$ cat config.mk
export PLATFORM = sky130hd
export DESIGN_NAME = multi_cycle_control_flat
export DESIGN_NICKNAME = d
export VERILOG_FILES = /design/src/rtl/control_pkg.sv /design/src/rtl/multi_cycle_control_if.sv /design/src/rtl/control_output_decoder.sv /design/src/rtl/multi_cycle_control.sv /design/src/flat_wrapper.sv
export SDC_FILE = /design/constraint.sdc
export NUM_CORES = 1
export LEC_CHECK = 0
export CORE_MARGIN = 5
export CORE_UTILIZATION = 48
export CTS_BUF_LIST = sky130_fd_sc_hd__clkbuf_8
export DETAILED_ROUTE_END_ITERATION = 12
export GPL_TIMING_DRIVEN = 0
export HOLD_SLACK_MARGIN = 0.08
export PLACE_DENSITY = 0.82
export SETUP_SLACK_MARGIN = 0.4
export SKIP_CTS_REPAIR_TIMING = 1
export SLEW_MARGIN = 20
export SYNTH_ARGS = -nofsm -noshare
export SYNTH_HDL_FRONTEND = slang
export SYNTH_SLANG_ARGS = --single-unit
$ cat constraint.sdc
create_clock -name clk -period 2.4 [get_ports clk]
set_clock_uncertainty 0.1 [all_clocks]
set_input_delay 0.48 -clock clk [delete_from_list [all_inputs] [get_ports clk]]
set_output_delay 0.48 -clock clk [all_outputs]
set_load 0.01 [all_outputs]
$ cat src/rtl/control_pkg.sv
// Shared definitions for the multi-cycle controller and the ALU control unit:
// state encoding, supported opcodes, ALU operation codes and the control word.
package control_pkg;

  typedef enum logic [3:0] {
    S_FETCH     = 4'd0,
    S_DECODE    = 4'd1,
    S_MEMADDR   = 4'd2,
    S_MEMREAD   = 4'd3,
    S_MEMWB     = 4'd4,
    S_MEMWRITE  = 4'd5,
    S_EXECUTE   = 4'd6,
    S_RCOMPLETE = 4'd7,
    S_BRANCH    = 4'd8,
    S_JUMP      = 4'd9
  } state_t;

  localparam logic [5:0] OP_RTYPE = 6'b000000;
  localparam logic [5:0] OP_J     = 6'b000010;
  localparam logic [5:0] OP_BEQ   = 6'b000100;
  localparam logic [5:0] OP_LW    = 6'b100011;
  localparam logic [5:0] OP_SW    = 6'b101011;

  // 2'b11 is reserved and never produced by the controller.
  typedef enum logic [1:0] {
    ALU_ADD   = 2'b00,
    ALU_SUB   = 2'b01,
    ALU_FUNCT = 2'b10
  } alu_op_t;

  typedef struct packed {
    logic       pc_write;
    logic       pc_write_cond;
    logic       i_or_d;
    logic       mem_read;
    logic       mem_write;
    logic       mem_to_reg;
    logic       ir_write;
    logic       alu_src_a;
    logic       reg_write;
    logic       reg_dst;
    logic [1:0] pc_source;
    logic [1:0] alu_src_b;
    alu_op_t    alu_op;
  } ctrl_t;

  // Loads and stores share the address-calculation state.
  function automatic logic is_mem_op(input logic [5:0] op);
    return (op == OP_LW) || (op == OP_SW);
  endfunction

endpackage

$ cat src/rtl/multi_cycle_control_if.sv
// Datapath-facing bundle of the multi-cycle controller. The datapath side
// (master) supplies the opcode and memory handshake; the controller (slave)
// returns the control word plus debug/status outputs.
interface multi_cycle_control_if;
  logic [5:0]  Opcode;
  logic        MemReady;
  logic        PCWrite;
  logic        PCWriteCond;
  logic        IorD;
  logic        MemRead;
  logic        MemWrite;
  logic        MemToReg;
  logic        IRWrite;
  logic        ALUSrcA;
  logic        RegWrite;
  logic        RegDst;
  logic [1:0]  PCSource;
  logic [1:0]  ALUSrcB;
  logic [1:0]  ALUOperation;
  logic [3:0]  StateOut;
  logic        IllegalOp;
  logic [31:0] InstrCount;

  modport master (
    output Opcode, MemReady,
    input  PCWrite, PCWriteCond, IorD, MemRead, MemWrite, MemToReg, IRWrite,
    input  ALUSrcA, RegWrite, RegDst, PCSource, ALUSrcB, ALUOperation,
    input  StateOut, IllegalOp, InstrCount
  );

  modport slave (
    input  Opcode, MemReady,
    output PCWrite, PCWriteCond, IorD, MemRead, MemWrite, MemToReg, IRWrite,
    output ALUSrcA, RegWrite, RegDst, PCSource, ALUSrcB, ALUOperation,
    output StateOut, IllegalOp, InstrCount
  );
endinterface

$ cat src/rtl/control_output_decoder.sv
// Combinational state-to-control-word decode. Only FETCH looks at MemReady,
// so the instruction register and PC update exactly when the fetch completes.
module control_output_decoder
  import control_pkg::*;
(
  input  state_t state,
  input  logic   mem_ready,
  output ctrl_t  ctrl
);

  // Everything defaults to 0; each state raises only its own controls.
  always_comb begin
    ctrl = '0;
    case (state)
      S_FETCH: begin
        ctrl.mem_read  = 1'b1;
        ctrl.alu_src_b = 2'b01;
        ctrl.alu_op    = ALU_ADD;
        ctrl.ir_write  = mem_ready;
        ctrl.pc_write  = mem_ready;
      end
      S_DECODE: begin
        ctrl.alu_src_b = 2'b11;
        ctrl.alu_op    = ALU_ADD;
      end
      S_MEMADDR: begin
        ctrl.alu_src_a = 1'b1;
        ctrl.alu_src_b = 2'b10;
        ctrl.alu_op    = ALU_ADD;
      end
      S_MEMREAD: begin
        ctrl.mem_read = 1'b1;
        ctrl.i_or_d   = 1'b1;
      end
      S_MEMWB: begin
        ctrl.reg_write  = 1'b1;
        ctrl.mem_to_reg = 1'b1;
      end
      S_MEMWRITE: begin
        ctrl.mem_write = 1'b1;
        ctrl.i_or_d    = 1'b1;
      end
      S_EXECUTE: begin
        ctrl.alu_src_a = 1'b1;
        ctrl.alu_op    = ALU_FUNCT;
      end
      S_RCOMPLETE: begin
        ctrl.reg_write = 1'b1;
        ctrl.reg_dst   = 1'b1;
      end
      S_BRANCH: begin
        ctrl.alu_src_a     = 1'b1;
        ctrl.alu_op        = ALU_SUB;
        ctrl.pc_write_cond = 1'b1;
        ctrl.pc_source     = 2'b01;
      end
      S_JUMP: begin
        ctrl.pc_write  = 1'b1;
        ctrl.pc_source = 2'b10;
      end
      default: ctrl = '0;
    endcase
  end

endmodule

$ cat src/rtl/multi_cycle_control.sv
// Multi-cycle MIPS-style main controller: state register, next-state logic,
// sticky illegal-opcode flag and completed-fetch counter.
module multi_cycle_control
  import control_pkg::*;
(
  input logic                  clk,
  input logic                  reset,
  multi_cycle_control_if.slave bus
);

  state_t      state_reg;
  logic        illegal_reg;
  logic [31:0] instr_count_reg;
  ctrl_t       ctrl;

  // Sequencing; reset wins over MemReady and Opcode on the same edge.
  always_ff @(posedge clk) begin
    if (reset) begin
      state_reg       <= S_FETCH;
      illegal_reg     <= 1'b0;
      instr_count_reg <= '0;
    end else begin
      case (state_reg)
        S_FETCH: begin
          if (bus.MemReady) begin
            state_reg       <= S_DECODE;
            instr_count_reg <= instr_count_reg + 32'd1;
          end
        end
        S_DECODE: begin
          if (is_mem_op(bus.Opcode)) begin
            state_reg <= S_MEMADDR;
          end else begin
            case (bus.Opcode)
              OP_RTYPE: state_reg <= S_EXECUTE;
              OP_BEQ:   state_reg <= S_BRANCH;
              OP_J:     state_reg <= S_JUMP;
              default: begin
                state_reg   <= S_FETCH;
                illegal_reg <= 1'b1;
              end
            endcase
          end
        end
        // Opcode is held stable through the instruction, so lw/sw split here.
        S_MEMADDR:   state_reg <= (bus.Opcode == OP_LW) ? S_MEMREAD : S_MEMWRITE;
        S_MEMREAD:   if (bus.MemReady) state_reg <= S_MEMWB;
        S_MEMWRITE:  if (bus.MemReady) state_reg <= S_FETCH;
        S_EXECUTE:   state_reg <= S_RCOMPLETE;
        S_MEMWB,
        S_RCOMPLETE,
        S_BRANCH,
        S_JUMP:      state_reg <= S_FETCH;
        // Codes 10-15 are unreachable in normal operation; recover to FETCH.
        default:     state_reg <= S_FETCH;
      endcase
    end
  end

  control_output_decoder u_decoder (
    .state     (state_reg),
    .mem_ready (bus.MemReady),
    .ctrl      (ctrl)
  );

  assign bus.PCWrite      = ctrl.pc_write;
  assign bus.PCWriteCond  = ctrl.pc_write_cond;
  assign bus.IorD         = ctrl.i_or_d;
  assign bus.MemRead      = ctrl.mem_read;
  assign bus.MemWrite     = ctrl.mem_write;
  assign bus.MemToReg     = ctrl.mem_to_reg;
  assign bus.IRWrite      = ctrl.ir_write;
  assign bus.ALUSrcA      = ctrl.alu_src_a;
  assign bus.RegWrite     = ctrl.reg_write;
  assign bus.RegDst       = ctrl.reg_dst;
  assign bus.PCSource     = ctrl.pc_source;
  assign bus.ALUSrcB      = ctrl.alu_src_b;
  assign bus.ALUOperation = ctrl.alu_op;
  assign bus.StateOut     = state_reg;
  assign bus.IllegalOp    = illegal_reg;
  assign bus.InstrCount   = instr_count_reg;

endmodule

$ cat src/flat_wrapper.sv
// flat-port wrapper written by rule: the top's interface ports become plain ports
module multi_cycle_control_flat import control_pkg::*;
  (clk, reset, bus_Opcode, bus_MemReady, bus_PCWrite, bus_PCWriteCond, bus_IorD, bus_MemRead, bus_MemWrite, bus_MemToReg, bus_IRWrite, bus_ALUSrcA, bus_RegWrite, bus_RegDst, bus_PCSource, bus_ALUSrcB, bus_ALUOperation, bus_StateOut, bus_IllegalOp, bus_InstrCount);
  multi_cycle_control_if bus_i ();
  input logic clk;
  input logic reset;
  input wire logic [$bits(bus_i.Opcode)-1:0] bus_Opcode;
  input wire logic [$bits(bus_i.MemReady)-1:0] bus_MemReady;
  output wire logic [$bits(bus_i.PCWrite)-1:0] bus_PCWrite;
  output wire logic [$bits(bus_i.PCWriteCond)-1:0] bus_PCWriteCond;
  output wire logic [$bits(bus_i.IorD)-1:0] bus_IorD;
  output wire logic [$bits(bus_i.MemRead)-1:0] bus_MemRead;
  output wire logic [$bits(bus_i.MemWrite)-1:0] bus_MemWrite;
  output wire logic [$bits(bus_i.MemToReg)-1:0] bus_MemToReg;
  output wire logic [$bits(bus_i.IRWrite)-1:0] bus_IRWrite;
  output wire logic [$bits(bus_i.ALUSrcA)-1:0] bus_ALUSrcA;
  output wire logic [$bits(bus_i.RegWrite)-1:0] bus_RegWrite;
  output wire logic [$bits(bus_i.RegDst)-1:0] bus_RegDst;
  output wire logic [$bits(bus_i.PCSource)-1:0] bus_PCSource;
  output wire logic [$bits(bus_i.ALUSrcB)-1:0] bus_ALUSrcB;
  output wire logic [$bits(bus_i.ALUOperation)-1:0] bus_ALUOperation;
  output wire logic [$bits(bus_i.StateOut)-1:0] bus_StateOut;
  output wire logic [$bits(bus_i.IllegalOp)-1:0] bus_IllegalOp;
  output wire logic [$bits(bus_i.InstrCount)-1:0] bus_InstrCount;
  assign bus_i.Opcode = bus_Opcode;
  assign bus_i.MemReady = bus_MemReady;
  assign bus_PCWrite = bus_i.PCWrite;
  assign bus_PCWriteCond = bus_i.PCWriteCond;
  assign bus_IorD = bus_i.IorD;
  assign bus_MemRead = bus_i.MemRead;
  assign bus_MemWrite = bus_i.MemWrite;
  assign bus_MemToReg = bus_i.MemToReg;
  assign bus_IRWrite = bus_i.IRWrite;
  assign bus_ALUSrcA = bus_i.ALUSrcA;
  assign bus_RegWrite = bus_i.RegWrite;
  assign bus_RegDst = bus_i.RegDst;
  assign bus_PCSource = bus_i.PCSource;
  assign bus_ALUSrcB = bus_i.ALUSrcB;
  assign bus_ALUOperation = bus_i.ALUOperation;
  assign bus_StateOut = bus_i.StateOut;
  assign bus_IllegalOp = bus_i.IllegalOp;
  assign bus_InstrCount = bus_i.InstrCount;
  multi_cycle_control u_core (.clk(clk), .reset(reset), .bus(bus_i));
endmodule
## Word-level counts from Yosys, hierarchy flattened

Index checks and enable logic that the tools add are counted.

- Bits of input ports: 9
- Register bits after elaboration: 37
- Logic and storage cells: 53
- Output and inout bits: 53

- Equal/unequal tests: 16
- Add/sub/neg operators: 1
- Bitwise gates (word level): 2
- Mux-type cells: 20
- Reduce and logical (&&, ||, !) cells: 11

Operators by type and width:

| operator | number |
|---|---|
| adder 32 x 1 -> 32 bit, second input constant | 1 |
| one-hot mux 4 bit (6 select lines) | 1 |
| == test 4 x 3 -> 1 bit, second input constant | 4 |
| two-way mux 4 bit | 4 |
| == test 6 bit, second input constant | 2 |
| one-hot mux 4 bit (3 select lines) | 1 |
| two-way mux 1 bit | 9 |
| == test 4 x 2 -> 1 bit, second input constant | 2 |
| == test 4 bit, second input constant | 2 |
| one-hot mux 2 bit (2 select lines) | 2 |
| == test 6 x 2 -> 1 bit, second input constant | 1 |
| == test 6 x 3 -> 1 bit, second input constant | 1 |
| zero test 6 bit | 1 |
| inequality test 2 bit, second input constant | 3 |
| one-hot mux 2 bit (3 select lines) | 1 |
| AND reduction 3 bit | 2 |
| OR reduction 2 bit | 3 |
| OR reduction 3 bit | 2 |
| == test 4 x 1 -> 1 bit, second input constant | 1 |
| zero test 4 bit | 1 |
| two-way mux 3 bit | 1 |
| inverter 1 bit | 2 |
| one-hot mux 1 bit (2 select lines) | 1 |
| AND reduction 2 bit | 1 |
| logical OR 1 bit | 1 |

## Longest topological paths before layout

- Word-level depth: 4
- Mapped depth: 7
- Gate-level depth less buffers: 6

## Hierarchy

From an unflattened synthesis, not the netlist that was laid out.

- Cell total of the unflattened synthesis: 265
- Area, all modules: 2,154.6 um^2

By module, submodules not included:

| module | instances | area each (um^2) | sequential area each (um^2) | cells each |
|---|---|---|---|---|
| multi_cycle_control | 1 | 1,960.6 | 740.7 | 235 |
| control_output_decoder | 1 | 193.9 | 0.0 | 30 |

## Worst setup path before layout

Ideal clock, no wire load.

- Path kind: flip-flop to flip-flop
- From: register u_core.state_reg[3], in the netlist u_core.bus.StateOut[3]
- To: register u_core.instr_count_reg[31], in the netlist u_core.bus.InstrCount[31]
- Path buffers: 1
- Arrival: 1.790 ns
- Slack: 0.387 ns
- Cell stages (with the launch flop): 7
- Clock period less this slack: 2.013 ns
- Cells stage by stage: dfxtp_1 -> buf_6 -> nor4_4 -> nand3_2 -> nor3_2 -> and4_1 -> mux2_1

- Longest elaborated chain between the ends: 2

RTL lines:

| item | RTL line | source |
|---|---|---|
| start: declaration | multi_cycle_control.sv:11 | `state_t state_reg;` |
| start signal: assignment | multi_cycle_control.sv:46 | `S_MEMADDR: state_reg <= (bus.Opcode == OP_LW) ? S_MEMREAD : S_MEMWRITE;` |
| zero test 4 bit | multi_cycle_control.sv:23 | `case (state_reg)` |
| AND reduction 2 bit (no line) | - |  |
| end signal: assignment | multi_cycle_control.sv:27 | `instr_count_reg <= instr_count_reg + 32'd1;` |
| end: declaration | multi_cycle_control.sv:13 | `logic [31:0] instr_count_reg;` |

No other way between the ends.
A chain may end at the register's enable or synchronous reset.

## Worst setup path after layout

- From: register u_core.state_reg[3], in the netlist u_core.bus.StateOut[3]
- To: output port bus_PCSource[0]

- Longest elaborated chain between the ends: 2

RTL lines:

| item | RTL line | source |
|---|---|---|
| == test 4 bit | control_output_decoder.sv:14 | `case (state)` |
| one-hot mux 2 bit (2 select lines) * | control_output_decoder.sv:14 |  |
| end: declaration | flat_wrapper.sv:19 | `output wire logic [$bits(bus_i.PCSource)-1:0] bus_PCSource;` |

Mark *: on every way between the ends. The rest lies on a longest branch, timed or not.

==> results.json <==
{
  "gp_congestion": 0.813,
  "antennaDiodeCount": 0,
  "worstMarginPinSlew_ns": 0.593,
  "syn_nets": 250,
  "dr.pass1.iters": 4,
  "timing.rr.end": "u_core.bus.InstrCount[22]$_SDFFE_PP0P_",
  "status": "finished clean",
  "min_period_over_period_pct": 90.5,
  "ys_warn_count": 0,
  "syn_area_per_cell_um2": 8.16,
  "post_dp_cell_area_um2": 2620,
  "grt_max_degree": 11,
  "slew_headroom_pct": 60.1,
  "r2r_start": "u_core.bus.StateOut[3]$_SDFFE_PP0P_",
  "numCtsBuffers": 5,
  "dieWidth_um": 73.9,
  "die_h_um": 73.9,
  "setup_violations": 0,
  "vias_per_cell": 5.67,
  "cts_root_buffer": "clkbuf_8",
  "ant_nets": 0,
  "rows": 23,
  "finalHoldViolCount": 0,
  "nNetsFinal": 341,
  "clk_latency_ns": 0.29,
  "hold_class": "reg2reg",
  "worst-setup-path-type": "reg2out",
  "area_delta_synth_final_pct": 58.4,
  "worstSetupEndpointType": "output port",
  "rsz0062_at_grt": "yes",
  "p_per_area_nw_per_um2": 396,
  "synthTopCellsByArea": "dfxtp_1, nor2_1, xor2_1",
  "drtIter0Drc": 101,
  "grt_overflow_total": 0,
  "ys_ff_latch": 37,
  "clk_pin_slew_ns": 0.07,
  "synth_seq_area_share_pct": 37.8,
  "seq_power_share_pct": 51.3,
  "achievable-frequency_mhz": 460,
  "holdPathStages": 2,
  "clockBufferDepth": 2,
  "cts_tree": "done",
  "reg2reg_slack_ns": 0.31,
  "cap_violations": 0,
  "grt_antenna_before_repair": 0,
  "async_reset_ff_share_pct": 0,
  "syn_area_um2": 1960,
  "grt_usage_pct": 19.2,
  "syn_inst": 240,
  "slew_violations": 0,
  "cts_sinks": 37,
  "min_from": "u_core.bus.IllegalOp$_SDFFE_PP0P_",
  "dieArea_um2": 5460,
  "worstPathMaxFanout": 5,
  "worst_r2r_path_depth": 9,
  "p_int_uw": 918,
  "core_um2": 3970,
  "dr_total_vias": 2160,
  "clockPowerShare_pct": 35.8,
  "min_period_ns": 2.17,
  "start_util_pct": 49.3,
  "p_switching_uw": 309,
  "holdPathEnd": "u_core.bus.IllegalOp$_SDFFE_PP0P_",
  "dp_hpwl_mm": 3.80,
  "grt_pass1_wl_mm": 8.22,
  "synth_top_cell_by_area": "dfxtp_1",
  "fin_tns_setup_ns": 0,
  "numPortBuffers": 60,
  "synth_common_cells": "nor2_1, dfxtp_1, nand2_1, xor2_1, xnor2_1",
  "wire_per_inst_um": 16.6,
  "routed_wl_mm": 6.32,
  "htreeDepth": 2,
  "synth_edf_count": 0,
  "synth_top_area_share_pct": 37.8,
  "yosysMostFrequentCell": "nor2_1",
  "drc": 0,
  "p_leak_nw": 1.34,
  "ys_types": 39,
  "pre_cts_slack_ns": -0.222,
  "drive_gt1_share_pct": 24.5,
  "setup_ws_ns": 0.227,
  "p_comb_share_pct": 13.0,
  "cp.arrival_ns": 1.59,
  "grt_pass1_vias": 1776,
  "p_sw_share_pct": 25.2,
  "synthFlopType": "dfxtp_1",
  "fin_area_um2": 3100,
  "worst_ep_required_time_ns": 1.82,
  "peakVddDrop_mv": 0.355,
  "startpoint_type": "register",
  "pin_count": 62
}
-- worst max-delay path, cell delays in order, from the launching register on --
cell     delay (ns)
dfxtp_2        0.34
buf_6          0.12
buf_4          0.11
or2b_4         0.29
nor3_4         0.20
buf_4          0.15
buf_6          0.09
-- worst max-delay path by stage --
stage                                        startpoint                                endpoint  slack (ns)  cells after the start
global placement                           bus_MemReady  u_core.bus.InstrCount[31]$_SDFFE_PP0P_       -0.23                      6
finish              u_core.bus.StateOut[3]$_SDFFE_PP0P_                         bus_PCSource[0]        0.23                      6
floorplan           u_core.bus.StateOut[2]$_SDFFE_PP0P_                            bus_RegWrite        0.42                      4
detailed placement                         bus_MemReady  u_core.bus.InstrCount[31]$_SDFFE_PP0P_       -0.22                      6
CTS                 u_core.bus.StateOut[2]$_SDFFE_PP0P_                            bus_RegWrite       -0.36                      5
global route        u_core.bus.StateOut[3]$_SDFFE_PP0P_                             bus_PCWrite        0.11                      6
-- cell families (layout without fill, tap and decap cells) --
| family | after synthesis | in the layout | synth area share [%] |
|---|---|---|---|
| flip-flops | 37 | 37 | 37.8 |
| AO/OA/AOI/OAI | 20 | 20 | 5.87 |
| adder cells (fa/ha/maj) | 1 | 1 | 0.638 |
| multiplexers | 1 | 1 | 0.575 |
| buffers and inverters | 15 | 106 | 3.58 |
| XOR/XNOR | 29 | 29 | 13.0 |
| AND/OR/NAND/NOR | 137 | 137 | 38.6 |
-- power groups by stage --
stage	clock network [mW]	logic, mW	registers, mW
after floorplan	0	0.0578	0.646
after global placement	0	0.120	0.643
after detailed placement	0	0.122	0.644
after CTS	0.442	0.122	0.630
after global routing	0.476	0.170	0.630
final	0.439	0.159	0.629
-- through the flow --
step	hold WS [ns]	instances	total power [mW]	utilization (%)
2_1_floorplan	0.404	240	0.703	-
3_5_place_dp	0.373	350	0.766	66.0
6_report	0.399	381	1.23	78.1
5_1_grt	0.434	381	1.28	78.1
3_3_place_gp	0.376	350	0.763	66.0
4_1_cts	0.401	357	1.19	68.2
-- layout make-up --
| type | count | area, µm² |
|---|---|---|
| Buffer | 12 | 91.3 |
| Sequential cell | 37 | 751 |
| Inverter | 3 | 18.8 |
| Multi-Input combinational cell | 188 | 1300 |
| Fill cell | 261 | 868 |
| Timing Repair Buffer | 84 | 797 |
| Clock inverter | 1 | 3.75 |
| Tap cell | 50 | 62.6 |
| Clock buffer | 6 | 82.6 |
-- cells in the final DEF (no fill, tap or decap), types with 2 or more instances in the layout --
cell type / netlist / final
inv_1: 2 / 3
o21ai_0: 8 / 7
buf_4: 1 / 19
and4_1: 8 / 7
dfxtp_1: 37 / 33
nor4_1: 7 / 2
and3_1: 8 / 8
nand2_2: 1 / 2
nor2b_1: 5 / 5
dfxtp_4: 0 / 2
nand4_1: 12 / 12
xnor2_1: 14 / 14
nor4_2: 1 / 3
dlymetal6s2s_1: 0 / 9
nor3_2: 1 / 2
dfxtp_2: 0 / 2
buf_2: 1 / 7
a21oi_1: 5 / 4
clkdlybuf4s50_1: 0 / 41
nand3_2: 3 / 3
a31oi_1: 4 / 4
clkbuf_8: 0 / 6
nor4_4: 1 / 4
buf_6: 1 / 11
or3_1: 4 / 3
and2_1: 3 / 3
nor3_1: 9 / 5
clkbuf_2: 0 / 2
nand3_1: 9 / 8
or2_2: 2 / 2
nand2_1: 17 / 16
nor2_1: 40 / 39
clkbuf_1: 9 / 5
nor3_4: 0 / 3
xor2_1: 15 / 15
-- sequential cells by signal, indices dropped and copies added (netlist names) --
register and flops:
u_core.bus.InstrCount 32, u_core.bus.StateOut 4, u_core.bus.IllegalOp 1
-- layer usage --
| metal | track usage [%] | up-vias | wire length (µm) |
|---|---|---|---|
| li1 | - | 1022 | - |
| met1 | 24.1 | 1029 | 2600 |
| met2 | 32.1 | 88 | 3170 |
| met3 | 4.79 | 21 | 374 |
| met4 | 6.04 | 0 | 180 |
| met5 | 0 | - | 0 |
No activity file was read; power rests on OpenSTA's default activity.
